--- config.mk ---
export PLATFORM = sky130hd
export DESIGN_NAME = switch_allocator
export DESIGN_NICKNAME = d
export VERILOG_FILES = /design/src/rtl/switch_allocator.sv
export SDC_FILE = /design/constraint.sdc
export NUM_CORES = 1
export LEC_CHECK = 0
export ABC_AREA = 1
export CORE_MARGIN = 2
export CORE_UTILIZATION = 46
export CTS_CLUSTER_SIZE = 12
export DETAILED_ROUTE_END_ITERATION = 8
export PLACE_DENSITY = 0.62
export SLEW_MARGIN = 40
export SYNTH_ARGS = -nofsm -noshare
export SYNTH_HDL_FRONTEND = slang
export SYNTH_SLANG_ARGS = --single-unit
--- constraint.sdc ---
create_clock -name clk -period 6.74 [get_ports clk]
set_input_delay 1.011 -clock clk [delete_from_list [all_inputs] [get_ports clk]]
set_output_delay 1.011 -clock clk [all_outputs]
set_load 0.01 [all_outputs]
--- src/rtl/switch_allocator.sv ---
// Separable input-first switch allocator: round-robin VC pick per input port, then
// round-robin input pick per output port, gated by downstream on/off flow control.
module switch_allocator #(
    parameter int unsigned PORT_NUM  = 5,
    parameter int unsigned VC_NUM    = 2,
    parameter int unsigned PORT_SIZE = (PORT_NUM > 1) ? $clog2(PORT_NUM) : 1,
    parameter int unsigned VC_SIZE   = (VC_NUM > 1) ? $clog2(VC_NUM) : 1
) (
    input  logic                                            clk,
    input  logic                                            rst,
    input  logic [PORT_NUM-1:0][VC_NUM-1:0]                 request_i,
    input  logic [PORT_NUM-1:0][VC_NUM-1:0][PORT_SIZE-1:0]  out_port_i,
    input  logic [PORT_NUM-1:0][VC_NUM-1:0][VC_SIZE-1:0]    downstream_vc_i,
    input  logic [PORT_NUM-1:0][VC_NUM-1:0]                 on_off_i,
    output logic [PORT_NUM-1:0][VC_NUM-1:0]                 read_o,
    output logic [PORT_NUM-1:0][PORT_SIZE-1:0]              xbar_sel_o,
    output logic [PORT_NUM-1:0]                             valid_flit_o
);

    logic [PORT_NUM-1:0][VC_SIZE-1:0]   r_in_ptr;
    logic [PORT_NUM-1:0][PORT_SIZE-1:0] r_out_ptr;

    logic [PORT_NUM-1:0][VC_NUM-1:0]    w_elig;
    logic [PORT_NUM-1:0]                w_cand_valid;
    logic [PORT_NUM-1:0][VC_SIZE-1:0]   w_cand_vc;
    logic [PORT_NUM-1:0][PORT_SIZE-1:0] w_cand_port;
    logic [PORT_NUM-1:0]                w_win_valid;
    logic [PORT_NUM-1:0][PORT_SIZE-1:0] w_win_ip;

    // Out-of-range port encodings never index on_off_i and are simply ineligible.
    always_comb begin
        w_elig = '0;
        for (int unsigned ip = 0; ip < PORT_NUM; ip++) begin
            for (int unsigned v = 0; v < VC_NUM; v++) begin
                if (request_i[ip][v] && (32'(out_port_i[ip][v]) < PORT_NUM)) begin
                    w_elig[ip][v] = on_off_i[out_port_i[ip][v]][downstream_vc_i[ip][v]];
                end
            end
        end
    end

    always_comb begin
        int unsigned w_v;
        w_cand_valid = '0;
        w_cand_vc    = '0;
        w_cand_port  = '0;
        for (int unsigned ip = 0; ip < PORT_NUM; ip++) begin
            for (int unsigned k = 0; k < VC_NUM; k++) begin
                w_v = (32'(r_in_ptr[ip]) + k) % VC_NUM;
                if (!w_cand_valid[ip] && w_elig[ip][VC_SIZE'(w_v)]) begin
                    w_cand_valid[ip] = 1'b1;
                    w_cand_vc[ip]    = VC_SIZE'(w_v);
                    w_cand_port[ip]  = out_port_i[ip][VC_SIZE'(w_v)];
                end
            end
        end
    end

    always_comb begin
        int unsigned w_ip;
        w_win_valid = '0;
        w_win_ip    = '0;
        for (int unsigned op = 0; op < PORT_NUM; op++) begin
            for (int unsigned k = 0; k < PORT_NUM; k++) begin
                w_ip = (32'(r_out_ptr[op]) + k) % PORT_NUM;
                if (!w_win_valid[op] && w_cand_valid[PORT_SIZE'(w_ip)] &&
                    (32'(w_cand_port[PORT_SIZE'(w_ip)]) == op)) begin
                    w_win_valid[op] = 1'b1;
                    w_win_ip[op]    = PORT_SIZE'(w_ip);
                end
            end
        end
    end

    always_comb begin
        read_o       = '0;
        xbar_sel_o   = '0;
        valid_flit_o = '0;
        if (!rst) begin
            for (int unsigned op = 0; op < PORT_NUM; op++) begin
                if (w_win_valid[op]) begin
                    read_o[w_win_ip[op]][w_cand_vc[w_win_ip[op]]] = 1'b1;
                    xbar_sel_o[op]   = w_win_ip[op];
                    valid_flit_o[op] = 1'b1;
                end
            end
        end
    end

    // Only final winners advance; a stage-1 candidate that loses keeps its VC priority.
    always_ff @(posedge clk) begin
        if (rst) begin
            r_in_ptr  <= '0;
            r_out_ptr <= '0;
        end else begin
            for (int unsigned op = 0; op < PORT_NUM; op++) begin
                if (w_win_valid[op]) begin
                    r_out_ptr[op] <= PORT_SIZE'((32'(w_win_ip[op]) + 1) % PORT_NUM);
                    r_in_ptr[w_win_ip[op]] <=
                        VC_SIZE'((32'(w_cand_vc[w_win_ip[op]]) + 1) % VC_NUM);
                end
            end
        end
    end

endmodule
==> results.sh, run 1 <==
export IMPL_port_buffers=91
export IMPL_place_inst=2521
export IMPL_grt_pass1_vias=12784
export IMPL_tightest_slew_ns=0.859
export IMPL_nets=2401
export IMPL_path_class="in -> out"
export IMPL_die_y_um=162
export IMPL_via_count=13825
export IMPL_top_usage_layer="met2"
export IMPL_slew_violations=0
export IMPL_grtUsageMet3_pct=2.88
export IMPL_synth_nets=2226
export IMPL_cts_root_buffer="clkbuf_16"
export IMPL_ant_nets=0
export IMPL_drc=0
export IMPL_syn_area_um2=11400
export IMPL_start_kind="primary input"
export IMPL_worstPathMaxFanout=7
export IMPL_worst_setup_path_end_kind="output port"
export IMPL_synth_seq_area_share_pct=3.51
export IMPL_cp_data_required_time_ns=5.73
export IMPL_clkLatencyLatePin_ns=0.29
export IMPL_syn_inst=2045
export IMPL_drt_wirelength_per_cell_um=16.0
export IMPL_worstHoldPathType="reg -> reg"
export IMPL_grt_max_degree=32
export IMPL_worst_path_largest_cell_delay_ns=0.60
export IMPL_dieArea_um2=26100
export IMPL_crit_top_cell="nand2_1"
export IMPL_syn_avg_cell_area_um2=5.58
export IMPL_synthArstFlopShare_pct=0
export IMPL_row_count=57
export IMPL_ctsHtreeMaxLevel=1
export IMPL_gr_total_overflow=0
export IMPL_cts_sinks=20
export IMPL_area_delta_synth_final_pct=20.6
export IMPL_finalHoldViolations=0
export IMPL_ys_warnings_count=0
export IMPL_start_util_pct=46.9
export IMPL_cts_hold_buf=0
export IMPL_gp_congestion=0.983
export IMPL_fmax_mhz=156
export IMPL_grtUsageTotal_pct=30.5
export IMPL_worstPathArrival_ns=5.41
export IMPL_grtUsageMet2_pct=54.6
export IMPL_setup_viol=0
export IMPL_cp_slowest_cell="clkdlybuf4s50_1"
export IMPL_use_met1_pct=38.4
export IMPL_synth_commonest_cells="nand2_1, inv_1, nand3_1"
export IMPL_reg2reg_setup_slack_ns=1.93
export IMPL_fin_crit_ns=6.42
export IMPL_synth_seq_cells=20
export IMPL_clk_pin_slew_ns=0.07
export IMPL_core_area_um2=24300
export IMPL_synth_edff_count=0
export IMPL_cts_tree="yes"
export IMPL_status="complete, no violations"
export IMPL_fin_area_um2=13800
export IMPL_grt_pass1_wl_mm=64.7
export IMPL_slew_headroom_pct=42.7
export IMPL_antenna_found_initial=0
export IMPL_diodes=0
export IMPL_yosysMostFrequentCell="nand2_1"
export IMPL_finClkSkew_ns=0.00892
export IMPL_cts_buffer_depth=2
export IMPL_synth_top_area_share_pct=20.7
export IMPL_synth_distinct_cells=71
export IMPL_max_cap_violations=0
export IMPL_rsz0062_at_grt="no"
export IMPL_numCtsBuffers=3
export IMPL_synth_area_leaders="nand2_1, ha_1, nand3_1"
export IMPL_drive_gt1_share_pct=17.4
export IMPL_drt_iter0_markers=1073
export IMPL_routed_wirelength_mm=40.7
export IMPL_placed_cell_area_um2=13300
export IMPL_drt_first_pass_iters=5
export IMPL_num_io_pins=92
export IMPL_post_drt_via_cell_ratio=5.44
export IMPL_yosysTopAreaCell="nand2_1"
export IMPL_fin_crit_sh_pct=95.3
export IMPL_dominantRegCellSynth="dfxtp_1"
export IMPL_post_dp_hpwl_mm=33.4
export IMPL_fp_dieW_um=162
export IMPL_fin_cells=2543
-- cells by family after synthesis --
group / synth area share, %
xor+xnor: 4.27
flops: 3.51
compound gates: 17.3
simple gates: 49.9
mux: 0.0987
fa+ha+maj: 13.3
buf+inv: 11.6
-- per-layer routing --
layer  share of wire [%]  vias to the layer above
met5                   0                        -
met4                 3.5                        0
met3                 5.4                       96
met2                  48                      429
met1                  43                     6289
li1                    -                     7011
-- worst max-delay path: cells and delay by family --
| family | cells | cell delay, ns |
|---|---|---|
| compound gates | 2 | 0.38 |
| buf+inv | 5 | 1.43 |
| simple gates | 24 | 2.55 |
-- cell type report --
type / count / area (um^2)
multi-input combinational: 1694 / 9890
clock buffer: 4 / 88.8
inverter: 300 / 1160
sequential: 20 / 404
timing repair buffer: 201 / 1820
tap: 324 / 405
fill: 2547 / 10600
-- path summary, 6_finish.rpt --
check | start | cells past startpoint | endpoint
hold / removal | r_out_ptr[8] | 2 | r_out_ptr[8]
hold reg to reg | r_out_ptr[8] | 2 | r_out_ptr[8]
setup reg to reg | r_out_ptr[7] | 33 | r_out_ptr[6]
setup / recovery | out_port_i[9] | 31 | read_o[2]
-- timing repair --
item                                   4_1_cts  5_1_grt
endpoints found under the hold margin        0        0
resized for setup                            1       79
buffers inserted                             0       18
setup endpoints to repair                    3       10
pin swaps                                    0       16
-- cell usage in the layout, fill, tap and decap left out, drive strengths merged, types with 20 or more instances in the layout --
| cell type | instances |
|---|---|
| ha | 115 |
| clkdlybuf4s50 | 77 |
| o21ai | 180 |
| nand4 | 48 |
| nand3 | 235 |
| xor2 | 42 |
| nand2 | 699 |
| a21oi | 78 |
| o211ai | 24 |
| dfxtp | 20 |
| buf | 110 |
| inv | 293 |
| nor2 | 167 |
-- through the flow --
step           utilization, %  setup slack, ns  hold slack [ns]  TNS [ns]
2_1_floorplan               -             1.15            0.537         0
3_3_place_gp             54.6         0.000992            0.577         0
3_5_place_dp             54.6          -0.0209            0.579   -0.0324
4_1_cts                  55.0          0.00669            0.592         0
5_1_grt                  56.6          0.00543            0.634         0
6_report                 56.6            0.318            0.596         0
-- state kept, by name, summed over array words and instances (netlist names) --
register / flops
r_in_ptr: 5
r_out_ptr: 15
Power of run 1 is left out: the tool's default activity adds up to more than one toggle a clock period on the data nets, which glitch-free logic cannot reach.
==> run 2, diff against run 1 <==
PLACE_DENSITY = 0.76   (was 0.62)
SKIP_CTS_REPAIR_TIMING = 1   (was unset)
==> run 2 against run 1 <==
Worst hold slack worse by 0.028 ns. First-iteration DRC count is 21% higher. Worst setup slack worse by 0.17 ns. Count of clock-buffer cells in the layout stayed put. Clock skew is 0.0067 ns lower. Critical path depth is 4 higher. Register-to-register slack worse by 0.09 ns. Routed wire length is 1.7% lower. Flip-flop and latch count stayed put. Global-route usage is 1.1 points lower. Design area is 1.3% higher. Sequential share of layout area hardly changed.
==> results.sh, run 2 (synthesis gave the netlist of run 1 again) <==
export IMPL_area_delta_synth_final_pct=22.2
export IMPL_drt_wirelength_per_cell_um=15.6
export IMPL_finalHoldViolations=0
export IMPL_drc=0
export IMPL_start_util_pct=46.9
export IMPL_cts_buffer_depth=2
export IMPL_reg2reg_setup_slack_ns=1.84
export IMPL_routed_wirelength_mm=40.0
export IMPL_fin_area_um2=13900
export IMPL_worst_setup_path_end_kind="output port"
export IMPL_cp_data_required_time_ns=5.73
export IMPL_path_class="reg -> out"
export IMPL_cp_slowest_cell="clkdlybuf4s50_1"
export IMPL_post_dp_hpwl_mm=32.3
export IMPL_fp_dieW_um=162
export IMPL_fillers=2375
export IMPL_drive_gt1_share_pct=18.4
export IMPL_ctsHtreeMaxLevel=1
export IMPL_num_io_pins=92
export IMPL_grtUsageTotal_pct=29.3
export IMPL_crit_top_cell="nand2_1"
export IMPL_hold_path_depth=2
export IMPL_via_count=14079
export IMPL_clk_pin_slew_ns=0.07
export IMPL_fin_crit_ns=6.59
export IMPL_gp_congestion=1.03
export IMPL_status="complete, no violations"
export IMPL_numCtsBuffers=3
export IMPL_worstHoldPathType="reg -> reg"
export IMPL_cts_sinks=20
export IMPL_grt_max_degree=32
export IMPL_clkLatencyLatePin_ns=0.27
export IMPL_core_area_um2=24300
export IMPL_drt_first_pass_iters=6
export IMPL_nets=2424
export IMPL_finClkSkew_ns=0.00226
export IMPL_r2r_start="r_out_ptr[7]"
export IMPL_ff2ff_path_depth=33
export IMPL_crit_path_end="read_o[3]"
export IMPL_slew_violations=0
export IMPL_fin_crit_sh_pct=97.7
export IMPL_max_cap_violations=0
export IMPL_tightest_slew_ns=0.835
export IMPL_worstPathArrival_ns=5.58
export IMPL_port_buffers=91
export IMPL_placed_cell_area_um2=13400
export IMPL_worstPathMaxFanout=12
export IMPL_fmax_mhz=152
export IMPL_post_drt_via_cell_ratio=5.49
export IMPL_wl_met1_mm=17.2
export IMPL_ant_nets=0
export IMPL_diodes=0
export IMPL_wl_met2_mm=18.9
export IMPL_worst_path_largest_cell_delay_ns=0.58
export IMPL_setup_viol=0
export IMPL_dieArea_um2=26100
export IMPL_grt_pass1_wl_mm=63.3
export IMPL_met3_length_mm=2.91
export IMPL_cts_root_buffer="clkbuf_16"
export IMPL_gr_total_overflow=0
export IMPL_top_register="r_out_ptr"
export IMPL_start_kind="register"
export IMPL_highest_layer="met4"
export IMPL_layout_common_cells="nand2_1, inv_1, nand3_1"
export IMPL_antenna_found_initial=0
export IMPL_reg_top3="r_out_ptr x15, r_in_ptr x5"
export IMPL_largest_register_ffs=15
export IMPL_rsz0062_at_grt="yes"
export IMPL_final_common_cell="nand2_1"
export IMPL_r2r_end="r_out_ptr[6]"
export IMPL_startpoint="r_out_ptr[0]"
export IMPL_drt_iter0_markers=1295
export IMPL_grt_pass1_vias=12862
export IMPL_cts_tree="yes"
export IMPL_slew_headroom_pct=44.0
export IMPL_die_y_um=162
export IMPL_row_count=57
[run 2: changes by cell type in the layout (fill, tap and decap cells not counted), moves of 3 or more]
cell     previous run  this run
nand2_1           617       622
nand2_4            18        15
nor2_1            130       127
buf_12              4         1
inv_4               7         4
dfxtp_1            17        14
buf_4             106       132
nor2_2             16        20
[run 2: critical path, delay by kind of cell, from the launching register on]
kind	cells	cell delay, ns
simple gates	21	2.30
buf+inv	6	1.01
compound gates	4	0.74
fa+ha+maj	3	0.64
flops	1	0.38
xor+xnor	1	0.20
[run 2: final cells by class]
class                      count  area (um^2)  area share (%)
clock buffer                   4         88.8           0.637
inverter                     300         1150            8.27
multi-input combinational   1694         9930            71.2
sequential                    20          413            2.96
tap                          324          405            2.91
timing repair buffer         224         1950            14.0
[run 2: layer usage]
metal	global-route usage, %	vias to the layer above
li1	-	7060
met1	37.3	6390
met2	51.9	543
met3	4.01	86
met4	7.67	0
met5	0	-
[run 2: worst min-delay path by stage]
stage	slack, ns	from	to
6_report	0.57	r_out_ptr[11]	r_out_ptr[11]
5_1_grt	0.60	r_out_ptr[11]	r_out_ptr[11]
4_1_cts	0.57	r_out_ptr[11]	r_out_ptr[11]
3_5_place_dp	0.56	r_out_ptr[11]	r_out_ptr[11]
3_3_place_gp	0.55	r_out_ptr[11]	r_out_ptr[11]
2_1_floorplan	0.54	r_out_ptr[10]	r_out_ptr[10]
[run 2: through the flow]
| stage | cells | setup TNS (ns) | setup slack, ns | hold WS, ns | utilization [%] |
|---|---|---|---|---|---|
| floorplan | 2045 | 0 | 1.15 | 0.537 | - |
| global placement | 2536 | 0 | 0.178 | 0.552 | 54.9 |
| detailed placement | 2536 | 0 | 0.0789 | 0.563 | 54.9 |
| CTS | 2540 | -0.148 | -0.0779 | 0.574 | 55.3 |
| global route | 2566 | -0.524 | -0.171 | 0.598 | 57.3 |
| finish | 2566 | 0 | 0.152 | 0.567 | 57.3 |
Power of run 2 is left out for the same reason.
